<file path="config.mk">
export PLATFORM = sky130hd
export DESIGN_NAME = lcd_rd
export DESIGN_NICKNAME = d
export VERILOG_FILES = /design/src/rtl/lcd_rd.sv
export SDC_FILE = /design/constraint.sdc
export NUM_CORES = 1
export LEC_CHECK = 0
export ABC_AREA = 1
export BUFFER_PORTS_ARGS = -buffer_cell sky130_fd_sc_hd__buf_4
export CORE_MARGIN = 2
export CORE_UTILIZATION = 32
export DETAILED_ROUTE_END_ITERATION = 6
export PLACE_DENSITY = 0.62
export SLEW_MARGIN = 20
export SYNTH_ARGS = -nofsm -noshare
export SYNTH_HDL_FRONTEND = slang
export SYNTH_SLANG_ARGS = --single-unit
</file>
<file path="constraint.sdc">
create_clock -name clk_i -period 1.9 [get_ports clk_i]
set_input_delay 0.285 -clock clk_i [delete_from_list [all_inputs] [get_ports clk_i]]
set_output_delay 0.285 -clock clk_i [all_outputs]
set_load 0.01 [all_outputs]
</file>
<file path="src/rtl/lcd_rd.sv">
// lcd_rd: read-side bus engine for an HD44780-style LCD.
// Runs one RW=1 cycle (SETUP -> STROBE -> HOLD) per request and returns the
// captured byte on a ready/valid response channel.
// Optional feature macro: LCD_RD_BUSY_POLL_EN. When it is defined, busy-flag
// reads repeat until bit7 clears or POLL_MAX reads have been made.
//
// state  | meaning
// IDLE   | bus released, waiting for a request
// SETUP  | RS/RW driven, EN low (address setup)
// STROBE | EN high, data captured on the last cycle
// HOLD   | EN low, RS/RW held (hold time)
// RESP   | response valid, waiting for consumer
module lcd_rd #(
  parameter int SETUP_CYC = 4,
  parameter int EN_CYC    = 50,
  parameter int HOLD_CYC  = 2,
  parameter int POLL_MAX  = 255
) (
  input  logic       clk_i,
  input  logic       rst_n_i,
  input  logic       req_valid_i,
  input  logic       req_rs_i,
  output logic       req_ready_o,
  output logic [7:0] rsp_data_o,
  output logic       rsp_rs_o,
  output logic       rsp_timeout_o,
  output logic       rsp_valid_o,
  input  logic       rsp_ready_i,
  output logic       bus_req_o,
  output logic       rs_o,
  output logic       rw_o,
  output logic       en_o,
  input  logic [7:0] lcd_data_i
);

  typedef enum logic [2:0] {
    IDLE   = 3'd0,
    SETUP  = 3'd1,
    STROBE = 3'd2,
    HOLD   = 3'd3,
    RESP   = 3'd4
  } state_t;

  state_t     state_q, state_d;
  logic [7:0] cnt_q, cnt_d;
  logic       rs_q, rs_d;
  logic [7:0] data_q, data_d;
  logic       last_cyc;

  assign last_cyc = (cnt_q == 8'd1);

`ifdef LCD_RD_BUSY_POLL_EN
  logic [7:0] poll_q, poll_d;
  logic       timeout_q, timeout_d;
  logic [8:0] reads_done;

  // Number of reads completed once the current HOLD finishes.
  assign reads_done = {1'b0, poll_q} + 9'd1;

  // Poll counter and timeout flag; both cleared when a request is accepted.
  always_ff @(posedge clk_i or negedge rst_n_i) begin
    if (!rst_n_i) begin
      poll_q    <= 8'd0;
      timeout_q <= 1'b0;
    end else begin
      poll_q    <= poll_d;
      timeout_q <= timeout_d;
    end
  end

  assign rsp_timeout_o = timeout_q;
`else
  logic unused_poll_max;
  assign unused_poll_max = (POLL_MAX > 0);
  assign rsp_timeout_o   = 1'b0;
`endif

  // State, phase timer, latched RS and captured byte.
  always_ff @(posedge clk_i or negedge rst_n_i) begin
    if (!rst_n_i) begin
      state_q <= IDLE;
      cnt_q   <= 8'd0;
      rs_q    <= 1'b0;
      data_q  <= 8'd0;
    end else begin
      state_q <= state_d;
      cnt_q   <= cnt_d;
      rs_q    <= rs_d;
      data_q  <= data_d;
    end
  end

  // Next-state logic; the timer is reloaded on every state entry.
  always_comb begin
    state_d = state_q;
    cnt_d   = cnt_q;
    rs_d    = rs_q;
    data_d  = data_q;
`ifdef LCD_RD_BUSY_POLL_EN
    poll_d    = poll_q;
    timeout_d = timeout_q;
`endif
    case (state_q)
      IDLE: begin
        if (req_valid_i) begin
          rs_d    = req_rs_i;
          state_d = SETUP;
          cnt_d   = 8'(SETUP_CYC);
`ifdef LCD_RD_BUSY_POLL_EN
          poll_d    = 8'd0;
          timeout_d = 1'b0;
`endif
        end
      end
      SETUP: begin
        if (last_cyc) begin
          state_d = STROBE;
          cnt_d   = 8'(EN_CYC);
        end else begin
          cnt_d = cnt_q - 8'd1;
        end
      end
      STROBE: begin
        if (last_cyc) begin
          data_d  = lcd_data_i;
          state_d = HOLD;
          cnt_d   = 8'(HOLD_CYC);
        end else begin
          cnt_d = cnt_q - 8'd1;
        end
      end
      HOLD: begin
        if (last_cyc) begin
          state_d = RESP;
`ifdef LCD_RD_BUSY_POLL_EN
          poll_d = reads_done[7:0];
          if (!rs_q && data_q[7]) begin
            if (reads_done < 9'(POLL_MAX)) begin
              state_d = SETUP;
              cnt_d   = 8'(SETUP_CYC);
            end else begin
              timeout_d = 1'b1;
            end
          end
`endif
        end else begin
          cnt_d = cnt_q - 8'd1;
        end
      end
      RESP: begin
        if (rsp_ready_i) state_d = IDLE;
      end
      default: state_d = IDLE;
    endcase
  end

  assign req_ready_o = (state_q == IDLE);
  assign rsp_valid_o = (state_q == RESP);
  assign en_o        = (state_q == STROBE);
  assign bus_req_o   = (state_q != IDLE);
  assign rw_o        = bus_req_o;
  assign rs_o        = rs_q & bus_req_o;
  assign rsp_data_o  = data_q;
  assign rsp_rs_o    = rs_q;

endmodule

</file>
# ---- Word level (Yosys, flattened, before mapping)
# Cells that the tools add are included.
dict set report op_classes {
  add_sub_neg 1
  eq_ne 11
  n_mux 11
  n_bitwise 1
  n_reduce_logical 7
}
# operator count
set op_table {}
lappend op_table {{$mux 8} 4}
lappend op_table {{$pmux 8 s4} 1}
lappend op_table {{$mux 3} 5}
lappend op_table {{$pmux 3 s5} 1}
lappend op_table {{$eq 8x1->1 const B} 1}
lappend op_table {{$ne 2x2->1 const B} 4}
lappend op_table {{$sub 8x1->8 const B} 1}
lappend op_table {{$eq 3x2->1 const B} 2}
lappend op_table {{$reduce_and 5->1} 1}
lappend op_table {{$ne 2x1->1 const B} 2}
lappend op_table {{$reduce_and 2->1} 2}
lappend op_table {{$reduce_bool 4->1} 1}
lappend op_table {{$eq 3x1->1 const B} 1}
lappend op_table {{$eq 3x3->1 const B} 1}
lappend op_table {{$logic_not 3->1} 1}
lappend op_table {{$reduce_and 3->1} 1}
lappend op_table {{$reduce_bool 3->1} 1}
lappend op_table {{$and 1x1->1} 1}
dict set report word_totals {
  regBits 20
  in_bits 13
  out_inout_bits 16
  wordCells 35
}

# ---- Longest topological paths before layout
dict set report depth {
  ltp_word 3
  mapped_depth 9
  mapped_depth_nobuf 9
}

# ---- Least setup slack after synthesis
# Ideal clock, no wire load.
dict set report synth_timing {
  path_kind {register -> output}
  start {register state_q[2]}
  end {output rw_o}
  arrival_ns 1.194
  required_time_ns 1.615
  setup_slack_ns 0.421
  stages_incl_launch_ff 6
  n_path_buf 1
  path_cell_list {dfrtp_1 inv_1 nand2_1 nor2_1 inv_1 buf_4}
}
dict set report synth_between {
  elab_chain_len 1
}
# element line_no
set synth_rtl {}
lappend synth_rtl {{from (decl)} 44} ;# state_t state_q, state_d;
lappend synth_rtl {{from (signal assigned)} 86} ;# state_q <= state_d;
lappend synth_rtl {{$reduce_bool 3->1} 160} ;# assign bus_req_o = (state_q != IDLE);
lappend synth_rtl {{to (decl)} 31} ;# output logic rw_o,
# No other way between the ends.

# ---- Final worst setup path
dict set report layout_timing {
  start {register state_q[2]}
  end {output bus_req_o}
}
dict set report layout_between {
  elab_chain_len 1
}
# element line_no
set layout_rtl {}
lappend layout_rtl {{$reduce_bool 3->1} 160}
lappend layout_rtl {{to (decl)} 29} ;# output logic bus_req_o,
# No other way between the ends.

==> flow_metrics.py <==
metrics = {
    "run_status": {
        "status": "finished clean",
    },
    "logic_synthesis": {
        "synth_top_area_share_pct": 44.3,
        "syn_nets": 146,
        "syn_area_per_cell_um2": 8.62,
        "ys_seq_area_share_pct": 44.3,
        "synth-seq-cells": 20,
        "syn_inst": 131,
        "synth_area_um2": 1130,
        "yosys-top-cells-area": "dfrtp_1 44%, mux2_4 9.3%, nand2_1 7.6%, inv_1 7.0%, nor2_1 4.0%",
        "synth_warnings": 0,
        "yosys.area.top_type": "dfrtp_1",
        "yosysUniqueCellTypes": 24,
    },
    "timing": {
        "finalCriticalPeriod_ns": 1.75,
        "hold_viol": 0,
        "slew_viol_final": 0,
        "fin_crit_sh_pct": 92.3,
        "fmax_mhz": 570,
        "finalSetupTns_ns": 0,
        "setup_viol": 0,
        "finalClockSkew_ns": 0.00200,
        "rsz0062_at_grt": "false",
    },
    "critical_path": {
        "cp.required_ns": 1.62,
        "rrSetupSlack_ns": 0.44,
        "r2r.worst_path.cells": 6,
        "startpoint": "state_q[2]",
        "worstSetupPathType": "reg2out",
        "reg2reg_from": "cnt_q[1]",
        "endpoint_kind": "primary output",
        "r2r_end": "rsp_data_o[5]",
        "arrival_ns": 1.47,
        "cp-endpoint": "bus_req_o",
        "start_kind": "flip-flop",
        "cp_max_fo": 5,
    },
    "finish": {
        "fillCellCount": 356,
        "final_cells": 206,
        "regArea_um2": 500,
        "layout_commonest_cell": "buf_4",
        "layout_common_cells": "27 x buf_4, 23 x nand2_1, 21 x inv_1",
        "fin_nets": 177,
        "multiInputGateArea_um2": 520,
        "diodes": 0,
        "syn_to_final_growth_pct": 24.6,
        "drive_above_1_share_pct": 31.9,
        "fin_area_um2": 1410,
    },
    "floorplan": {
        "die_h_um": 63.4,
        "die_area_um2": 4020,
        "initial_core_util_pct": 33.6,
        "die_w_um": 63.4,
        "ios": 29,
        "coreArea_um2": 3360,
        "rows": 21,
    },
    "place": {
        "gp_congestion": 0.811,
        "dpl.hpwl_um": 1780,
        "port_buffers": 27,
        "dp.cells": 202,
        "dpl-instance-area_um2": 1380,
    },
    "drt": {
        "wl_per_cell_um": 10.8,
        "via_count": 935,
        "drcViolationCount": 0,
        "drt_iter0_drc": 20,
        "dr.pass1.iters": 4,
        "met1_length_um": 962,
        "routed_wl_um": 2230,
        "antenna_left": 0,
        "met3_length_um": 93,
        "dr_wl_met2_um": 1110,
        "via_per_inst": 4.54,
        "top_layer": "met4",
    },
    "global_route": {
        "grtUsageTotal_pct": 12.5,
        "grt_first_pass_wirelength_um": 3940,
        "overflow": 0,
        "grt_max_degree": 21,
        "grt_pass1_vias": 933,
        "antenna_found_initial": 0,
    },
    "clock_network": {
        "post-cts-setup-buffers": 0,
        "holdBufCountCts": 1,
        "path_clk_slew_ns": 0.10,
        "cts_sinks": 20,
        "cts_buffers": 3,
        "htree_levels": 1,
        "cts_root_buffer": "clkbuf_4",
        "cts_tree": "done",
        "cts_resized": 0,
        "insertion_delay_ns": 0.30,
        "clockBufferDepth": 2,
    },
    "power": {
        "powerDensity_nw_per_um2": 494,
        "p_leak_uw": 0.000751,
        "finalPower_uw": 696,
        "ir_drop_v": 0.000219,
    },
    "worst_hold_path": {
        "holdCritPathClass": "in2reg",
    },
    "job": {
        "drv_cap": 0,
    },
}
==> state kept, by name, summed over array words and instances (netlist names) <==
name and count:
cnt_q 8, rsp_data_o 8, state_q 3, rsp_rs_o 1
==> metrics by stage <==
stage               utilization [%]  hold slack (ns)  setup slack, ns
floorplan                         -          -0.0106            0.421
global placement               40.9            0.179            0.494
detailed placement             40.9            0.181            0.435
CTS                            41.9            0.187            0.137
global route                   41.9            0.181          0.00280
finish                         41.9            0.193            0.147
==> kinds of logic after synthesis <==
family                     synth area share (%)
AOI/OAI and AO/OA                          10.3
buffers and inverters                      9.63
muxes                                      10.3
xor gates and xnor gates                   2.33
other                                     0.332
and+or+nand+nor                            20.6
DFF                                        44.3
adders and majority gates                  2.21
==> routing by layer <==
| metal | vias to the layer above | GRT usage (%) |
|---|---|---|
| met1 | 437 | 13.7 |
| met4 | 0 | 7.88 |
| met2 | 25 | 22.0 |
| li1 | 468 | - |
| met3 | 5 | 2.14 |
| met5 | - | 0 |
==> worst max-delay path: stages, from the launching register on <==
cell	delay, ns
dfrtp_1	0.45
inv_1	0.09
nand2_1	0.11
nor2_1	0.26
inv_1	0.10
buf_4	0.15
==> report_power, final <==
part           internal (uW)  total [uW]  leakage [uW]  switching, uW
Combinational           37.6        60.2      0.000512           22.6
Sequential               434         440      0.000225           5.63
Clock                   73.9         196     0.0000138            122
Total                    546         696      0.000751            150
==> cells in the mapped netlist <==
library cell  instances
nand2_1              23
nor2_2                2
nor2_4                2
conb_1                1
dfrtp_1              20
inv_2                 4
o21ai_1               8
buf_4                 2
xor2_1                3
o22ai_2               1
nor3_1                1
nor3_2                1
mux2_4                7
nand3_1               3
a21oi_2               1
nand4_1               2
ha_1                  2
o21ai_0               8
nand2_4               1
nor2_1               12
inv_1                21
mux2_1                1
a21oi_1               3
nand2_2               2
==> worst min-delay path by stage <==
| stage | slack, ns | depth (start not counted) | end | start |
|---|---|---|---|---|
| final | 0.19 | 2 | rsp_data_o[5] | lcd_data_i[5] |
| after global routing | 0.18 | 2 | rsp_data_o[5] | lcd_data_i[5] |
| after CTS | 0.19 | 2 | rsp_data_o[5] | lcd_data_i[5] |
| after detailed placement | 0.18 | 1 | cnt_q[5] | rst_n_i |
| after global placement | 0.18 | 1 | cnt_q[5] | rst_n_i |
| after floorplan | -0.01 | 0 | cnt_q[0] | rst_n_i |
==> layout make-up <==
type | instances | area share, %
Multi-Input combinational cell | 84 | 37.0
Sequential cell | 20 | 35.6
Timing Repair Buffer | 28 | 15.1
Inverter | 25 | 6.67
Tap cell | 46 | 4.09
Clock buffer | 3 | 1.60
(Power assumes the default switching activity.)
